==> config.mk <==
export PLATFORM = sky130hd
export DESIGN_NAME = alu_cmd_fifo
export DESIGN_NICKNAME = d
export VERILOG_FILES = /design/src/rtl/alu_cmd_fifo.sv
export SDC_FILE = /design/constraint.sdc
export NUM_CORES = 1
export LEC_CHECK = 0
export BUFFER_PORTS_ARGS = -buffer_cell sky130_fd_sc_hd__buf_2
export CORE_MARGIN = 2
export CORE_UTILIZATION = 30
export CTS_CLUSTER_DIAMETER = 50
export DETAILED_ROUTE_END_ITERATION = 6
export PLACE_DENSITY = 0.55
export SLEW_MARGIN = 15
export SYNTH_ARGS = -nofsm -noshare
export SYNTH_HDL_FRONTEND = slang
export SYNTH_SLANG_ARGS = --single-unit
export TNS_END_PERCENT = 20
==> constraint.sdc <==
create_clock -name clk -period 2.6 [get_ports clk]
set_clock_uncertainty 0.05 [all_clocks]
set_input_delay 0.52 -clock clk [delete_from_list [all_inputs] [get_ports clk]]
set_output_delay 0.52 -clock clk [all_outputs]
set_load 0.01 [all_outputs]
==> src/rtl/alu_cmd_fifo.sv <==
// Command FIFO in front of the registered 4-bit ALU: buffers {A, B, opcode}, issues one
// command per clock onto registered ALU inputs and flags the cycle each result appears.
module alu_cmd_fifo #(
    parameter int DEPTH  = 4,
    parameter int ADDR_W = 2,
    parameter int LAT    = 2
) (
    input  logic              clk,
    input  logic              rst,
    input  logic              in_valid,
    output logic              in_ready,
    input  logic [3:0]        in_A,
    input  logic [3:0]        in_B,
    input  logic [1:0]        in_opcode,
    input  logic              issue_en,
    output logic [3:0]        alu_A,
    output logic [3:0]        alu_B,
    output logic [1:0]        alu_opcode,
    output logic              issue,
    output logic              res_valid,
    output logic [ADDR_W:0]   count,
    output logic              full,
    output logic              empty
);

    localparam int              ENTRY_W  = 10;
    localparam logic [ADDR_W:0] FULL_CNT = (ADDR_W + 1)'(DEPTH);

    logic [ENTRY_W-1:0] mem [DEPTH];
    logic [ADDR_W-1:0]  wr_ptr;
    logic [ADDR_W-1:0]  rd_ptr;
    logic [ADDR_W:0]    count_nxt;
    logic [ENTRY_W-1:0] rd_entry;
    logic [LAT-1:0]     vld_p;
    logic               push;
    logic               pop;

    // Push is gated by the registered full flag, so a full FIFO refuses a write even
    // when a pop happens on the same edge.
    assign in_ready = !full;
    assign push     = in_valid & ~full;
    assign pop      = issue_en & ~empty;
    assign rd_entry = mem[rd_ptr];

    always_comb begin
        count_nxt = count;
        case ({push, pop})
            2'b10:   count_nxt = count + 1'b1;
            2'b01:   count_nxt = count - 1'b1;
            default: count_nxt = count;
        endcase
    end

    // Storage stage: entries carry data only, so they are not reset.
    always_ff @(posedge clk) begin
        if (push) begin
            mem[wr_ptr] <= {in_A, in_B, in_opcode};
        end
    end

    always_ff @(posedge clk or posedge rst) begin
        if (rst) begin
            wr_ptr <= '0;
            rd_ptr <= '0;
            count  <= '0;
            full   <= 1'b0;
            empty  <= 1'b1;
        end else begin
            if (push) begin
                wr_ptr <= wr_ptr + 1'b1;
            end
            if (pop) begin
                rd_ptr <= rd_ptr + 1'b1;
            end
            count <= count_nxt;
            full  <= (count_nxt == FULL_CNT);
            empty <= (count_nxt == '0);
        end
    end

    // Issue stage: ALU operands hold their value between pops.
    always_ff @(posedge clk or posedge rst) begin
        if (rst) begin
            alu_A      <= '0;
            alu_B      <= '0;
            alu_opcode <= '0;
            issue      <= 1'b0;
        end else begin
            issue <= pop;
            if (pop) begin
                alu_A      <= rd_entry[9:6];
                alu_B      <= rd_entry[5:2];
                alu_opcode <= rd_entry[1:0];
            end
        end
    end

    // Result-tracking stage: one valid bit per ALU register stage.
    always_ff @(posedge clk or posedge rst) begin
        if (rst) begin
            vld_p <= '0;
        end else begin
            vld_p[0] <= issue;
            for (int i = 1; i < LAT; i++) begin
                vld_p[i] <= vld_p[i-1];
            end
        end
    end

    assign res_valid = vld_p[LAT-1];

endmodule

Yosys cells after proc, flatten, opt, wreduce, memory -nomap -nowiden
Memories as Yosys holds them, arrays and structs flattened. A register that Yosys moved wholly into a read port is not among the register bits.
Cells that the tools add are included.
{ "totals": {"register_bits": 12, "input_bits": 14, "wordCells": 24, "mem_count": 1, "mem_bits_rw": 40} }
{ "mem_list": {"columns": ["name", "words", "word_bits", "read_ports", "rd_clocked_by_memory_dff", "write_ports", "line", "text"], "rows": [
  ["mem", 4, 10, 1, 1, 1, "29", "logic [ENTRY_W-1:0] mem [DEPTH];"]
]} }
{ "classes": {"n_eq_ne": 3, "bitwise": 4, "addsub": 4, "reduce_logical": 2, "mux": 3} }
{ "ops": {"columns": ["operator", "count"], "rows": [
  ["3-bit one-hot mux with 2 select lines", 1],
  ["2-bit by 1-bit adder with 2-bit output, second input constant", 2],
  ["3-bit by 1-bit adder with 3-bit output, second input constant", 1],
  ["3-bit equality test, second input constant", 1],
  ["3-bit zero test", 1],
  ["3-bit by 1-bit subtractor with 3-bit output, second input constant", 1],
  ["1-bit AND", 2],
  ["2-bit by 1-bit equality test with 1-bit output, second input constant", 1],
  ["2-bit equality test, second input constant", 1],
  ["1-bit two-way mux", 2],
  ["1-bit inverter", 2],
  ["1-bit zero test", 1]
]} }

Longest topological paths before layout
{ "logic_depth": {"depth_word": 5, "ltp_mapped": 9, "mapped_depth_nobuf": 8} }

Worst setup path before layout
No wires, ideal clock.
{ "synth_timing": {"path_type": "input port to flip-flop", "start": "input port in_valid", "end": "register empty", "path_buffers": 1, "stages": 9, "slack_ns": 0.293, "required_time_ns": 2.475, "t_arrival_ns": 2.182, "path_cell_list": "nor2b_1 clkbuf_1 inv_1 ha_1 inv_1 fa_1 nor2b_2 or3b_1 mux2i_1"} }
{ "synth_between": {"elab_chain_len": 4, "elab_cells_between_ends": 5, "cone_classes": "eq/ne: 2; mux: 1; bitwise: 1; reduce/logical: 1"} }
{ "synth_rtl": {"columns": ["element", "line", "text"], "rows": [
  ["from (decl)", "10", "input logic in_valid,"],
  ["1-bit AND (*)", "41", "assign push = in_valid & ~full;"],
  ["2-bit by 1-bit equality test with 1-bit output / 2-bit equality test (equally long branches)", "47", "case ({push, pop})"],
  ["3-bit one-hot mux with 2 select lines (*)", "47", null],
  ["3-bit zero test (*)", "77", "empty <= (count_nxt == '0);"],
  ["to (signal assigned)", "77", null],
  ["to (decl)", "23", "output logic empty"]
]} }
Every way passes the cells marked *; elsewhere a longest branch is shown, timed or not.
A chain may end at the register's enable or synchronous reset.

Final worst setup path
{ "layout_timing": {"start": "register empty", "end": "register empty"} }
{ "layout_between": {"elab_chain_len": 5, "elab_cells_between_ends": 6, "cone_classes": "eq/ne: 2; mux: 1; bitwise: 2; reduce/logical: 1"} }
{ "layout_rtl": {"columns": ["element", "line", "text"], "rows": [
  ["1-bit inverter (*)", "42", "assign pop = issue_en & ~empty;"],
  ["1-bit AND (*)", "42", null],
  ["via pop", "36", "logic pop;"],
  ["2-bit by 1-bit equality test with 1-bit output / 2-bit equality test (equally long branches)", "47", null],
  ["3-bit one-hot mux with 2 select lines (*)", "47", null],
  ["3-bit zero test (*)", "77", null]
]} }
Mark *: on every way through the listed nets, which the timed path passes. The rest lies on a longest branch.

==> flow_summary.toml <==
[clock_tree]
htreeDepth = 3
root_buffer = "clkbuf_8"
cts.sinks = 62
clk_latency_ns = 0.33
cts_setup_buffers = 0
ctsResizeCount = 0
holdBufCountCts = 0
cts_tree = "yes"
clkSlewWorstSetupHoldPaths_ns = 0.07
clockBufferDepth = 2
cts_inserted_buffers = 9

[setup_path]
r2r-start = "empty"
r2r_setup_slack_ns = 0.41
ff2ff_path_depth = 8
cp_max_fo = 4
critPathLaunch = "empty"
startpoint_type = "flip-flop"
crit_type = "flip-flop to flip-flop"
crit_arrival_ns = 2.39
end_kind = "flip-flop"
r2r_end = "empty"
critPathRequiredTime_ns = 2.80

[timing]
timing.setup.tns_ns = 0
hold_violations = 0
setup_viol = 0
clock.fmax_ghz = 0.4572
tightestPinTransition_ns = 0.5802
fin_hold_ws_ns = 0.1737
post-route-period-util_pct = 84.13
period_needed_ns = 2.187
slew_headroom_pct = 61.32
maxSlewViolCount = 0
rsz0062_at_grt = "no"

[global_routing]
antenna_found_initial = 1
overflow = 0
grt_usage_pct = 11.40
grt_max_degree = 15
top_usage_layer = "met2"
grt_pass1_wl_mm = 7.031
grt_use_met3_pct = 5.077
gr-usage-met2_pct = 17.57
grt_pass1_vias = 1386
gr-usage-met1_pct = 13.57

[place]
io_buffer_count = 31
dp_hpwl_mm = 2.784
place_congestion = 0.6954

[synth]
synth_top_area_share_pct = 50.05
syn_area_per_cell_um2 = 16.11
ys.warnings.count = 0
yosysMostFrequentCell = "edfxtp_1"
synth_cells = 149
async_reset_ff_share_pct = 35.48
synth-seq-area-share_pct = 73.04
synth_flop_cell = "edfxtp_1"
synthesis.nets = 169
synth.area.top_cells = "edfxtp_1, dfrtp_1, mux2i_1"
synth_cell_types = 25
synth-edff-count = 40
ys_ff_latch = 62
synthTopCellsByCount = "edfxtp_1, mux2i_1, dfrtp_1, nand2_1, o221ai_1"
synth_area_leader_cell = "edfxtp_1"
netlist_area_um2 = 2400

[detailed_routing]
drc = 0
wl_per_cell_um = 14.74
dr.pass1.iters = 4
drt_iter0_drc = 68
wl_mm = 4.348
vias = 1288
ant_nets = 0
routed_via_density = 4.366

[floorplanning]
die_x_um = 93.44
io-pin-count = 32
start_util_pct = 31.06
dieArea_um2 = 8731
rows = 32
die_height_um = 93.44
core_area_um2 = 7727

[cells_and_area]
fin_nets = 208
nFillCells = 736
area_growth_syn_to_layout_pct = 19.86
diodes = 0
drive_gt1_share_pct = 26.42

[power_and_ir_drop]
p_per_area_nw_per_um2 = 1095
total_power_mw = 3.150
vdd_drop_max_mv = 0.2913
cellLeakagePower_nw = 1.190

[min_path]
hold_path_class = "primary input to async pin"

[flow_run]
drv_cap = 0

[status]
run_status = "finished clean"
how the worst max path moves through the flow:
stage / endpoint / depth (start not counted)
after global routing: empty / 8
after global placement: empty / 9
after CTS: empty / 8
after detailed placement: empty / 9
final: empty / 8
after floorplan: empty / 9
flip-flops by register name, indices dropped and copies added (netlist names):
| name | flops |
|---|---|
| alu_A | 4 |
| alu_B | 4 |
| alu_opcode | 2 |
| count | 3 |
| empty | 1 |
| full | 1 |
| issue | 1 |
| mem | 40 |
| rd_ptr | 2 |
| vld_p | 2 |
| wr_ptr | 2 |
metrics by stage:
step | util (%) | instance area [µm²] | setup slack [ns] | cells
5_1_grt | 37.22 | 2877 | 0.2509 | 295
6_report | 37.22 | 2877 | 0.4127 | 295
2_1_floorplan | - | 2400 | 0.2935 | 149
3_5_place_dp | 34.62 | 2675 | 0.2374 | 279
4_1_cts | 37.22 | 2877 | 0.3949 | 295
3_3_place_gp | 34.62 | 2675 | 0.2780 | 279
layout make-up:
| class | count | area [µm²] | share of cell area, % |
|---|---|---|---|
| inverter | 9 | 33.78 | 1.174 |
| multi-input combinational | 71 | 575.6 | 20.01 |
| sequential | 62 | 1753 | 60.94 |
| timing repair buffer | 35 | 185.2 | 6.438 |
| tap | 102 | 127.6 | 4.437 |
| clock inverter | 3 | 42.54 | 1.479 |
| clock buffer | 13 | 158.9 | 5.524 |
logic make-up (layout without fill, tap and decap cells):
group                      count (synthesis)  count (layout)  synth area share, %
AOI/OAI and AO/OA                         13              13                4.327
xor gates and xnor gates                   5               5                1.825
adders and majority gates                  6               6                3.441
buffers and inverters                     16              60                2.971
DFF                                       62              62                73.04
muxes                                     22              22                9.176
and+or+nand+nor                           25              25                5.214
where the power goes:
| group | switching, mW | internal, mW |
|---|---|---|
| sequential | 0.147 | 1.33 |
| combinational | 0.463 | 0.363 |
| clock | 0.352 | 0.494 |
layer usage:
layer,wire length [µm],up-vias
met2,2158,20
met5,13,-
li1,-,617
met4,73,2
met3,190,7
met1,1912,642
placed cells by master (no fill, tap or decap):
| cell | Yosys | routed |
|---|---|---|
| a21oi_1 | 1 | 1 |
| inv_1 | 9 | 9 |
| edfxtp_1 | 40 | 40 |
| clkinvlp_4 | 0 | 1 |
| nor3b_1 | 1 | 1 |
| mux2i_1 | 22 | 22 |
| or3b_1 | 1 | 1 |
| nor2_1 | 1 | 1 |
| buf_4 | 2 | 4 |
| nor2b_2 | 1 | 1 |
| clkinv_2 | 0 | 1 |
| and2_1 | 4 | 4 |
| nor2b_1 | 1 | 1 |
| fa_1 | 1 | 1 |
| xor2_1 | 2 | 2 |
| o21ai_0 | 1 | 1 |
| ha_1 | 5 | 5 |
| buf_2 | 2 | 31 |
| clkbuf_8 | 0 | 11 |
| a31oi_1 | 1 | 1 |
| clkbuf_1 | 2 | 2 |
| dfrtp_1 | 21 | 21 |
| nand2_1 | 14 | 14 |
| nand2b_1 | 2 | 2 |
| dfstp_2 | 1 | 1 |
| o221ai_1 | 10 | 10 |
| bufinv_16 | 0 | 1 |
| xnor2_1 | 3 | 3 |
worst max-delay path, cell delays in order (launching register included):
cell and delay [ns]:
dfstp_2 0.36, nand2b_1 0.14, inv_1 0.11, ha_1 0.21
inv_1 0.07, fa_1 0.49, nor2b_2 0.17, or3b_1 0.37
mux2i_1 0.14
Power figures use the tool's default switching activity.
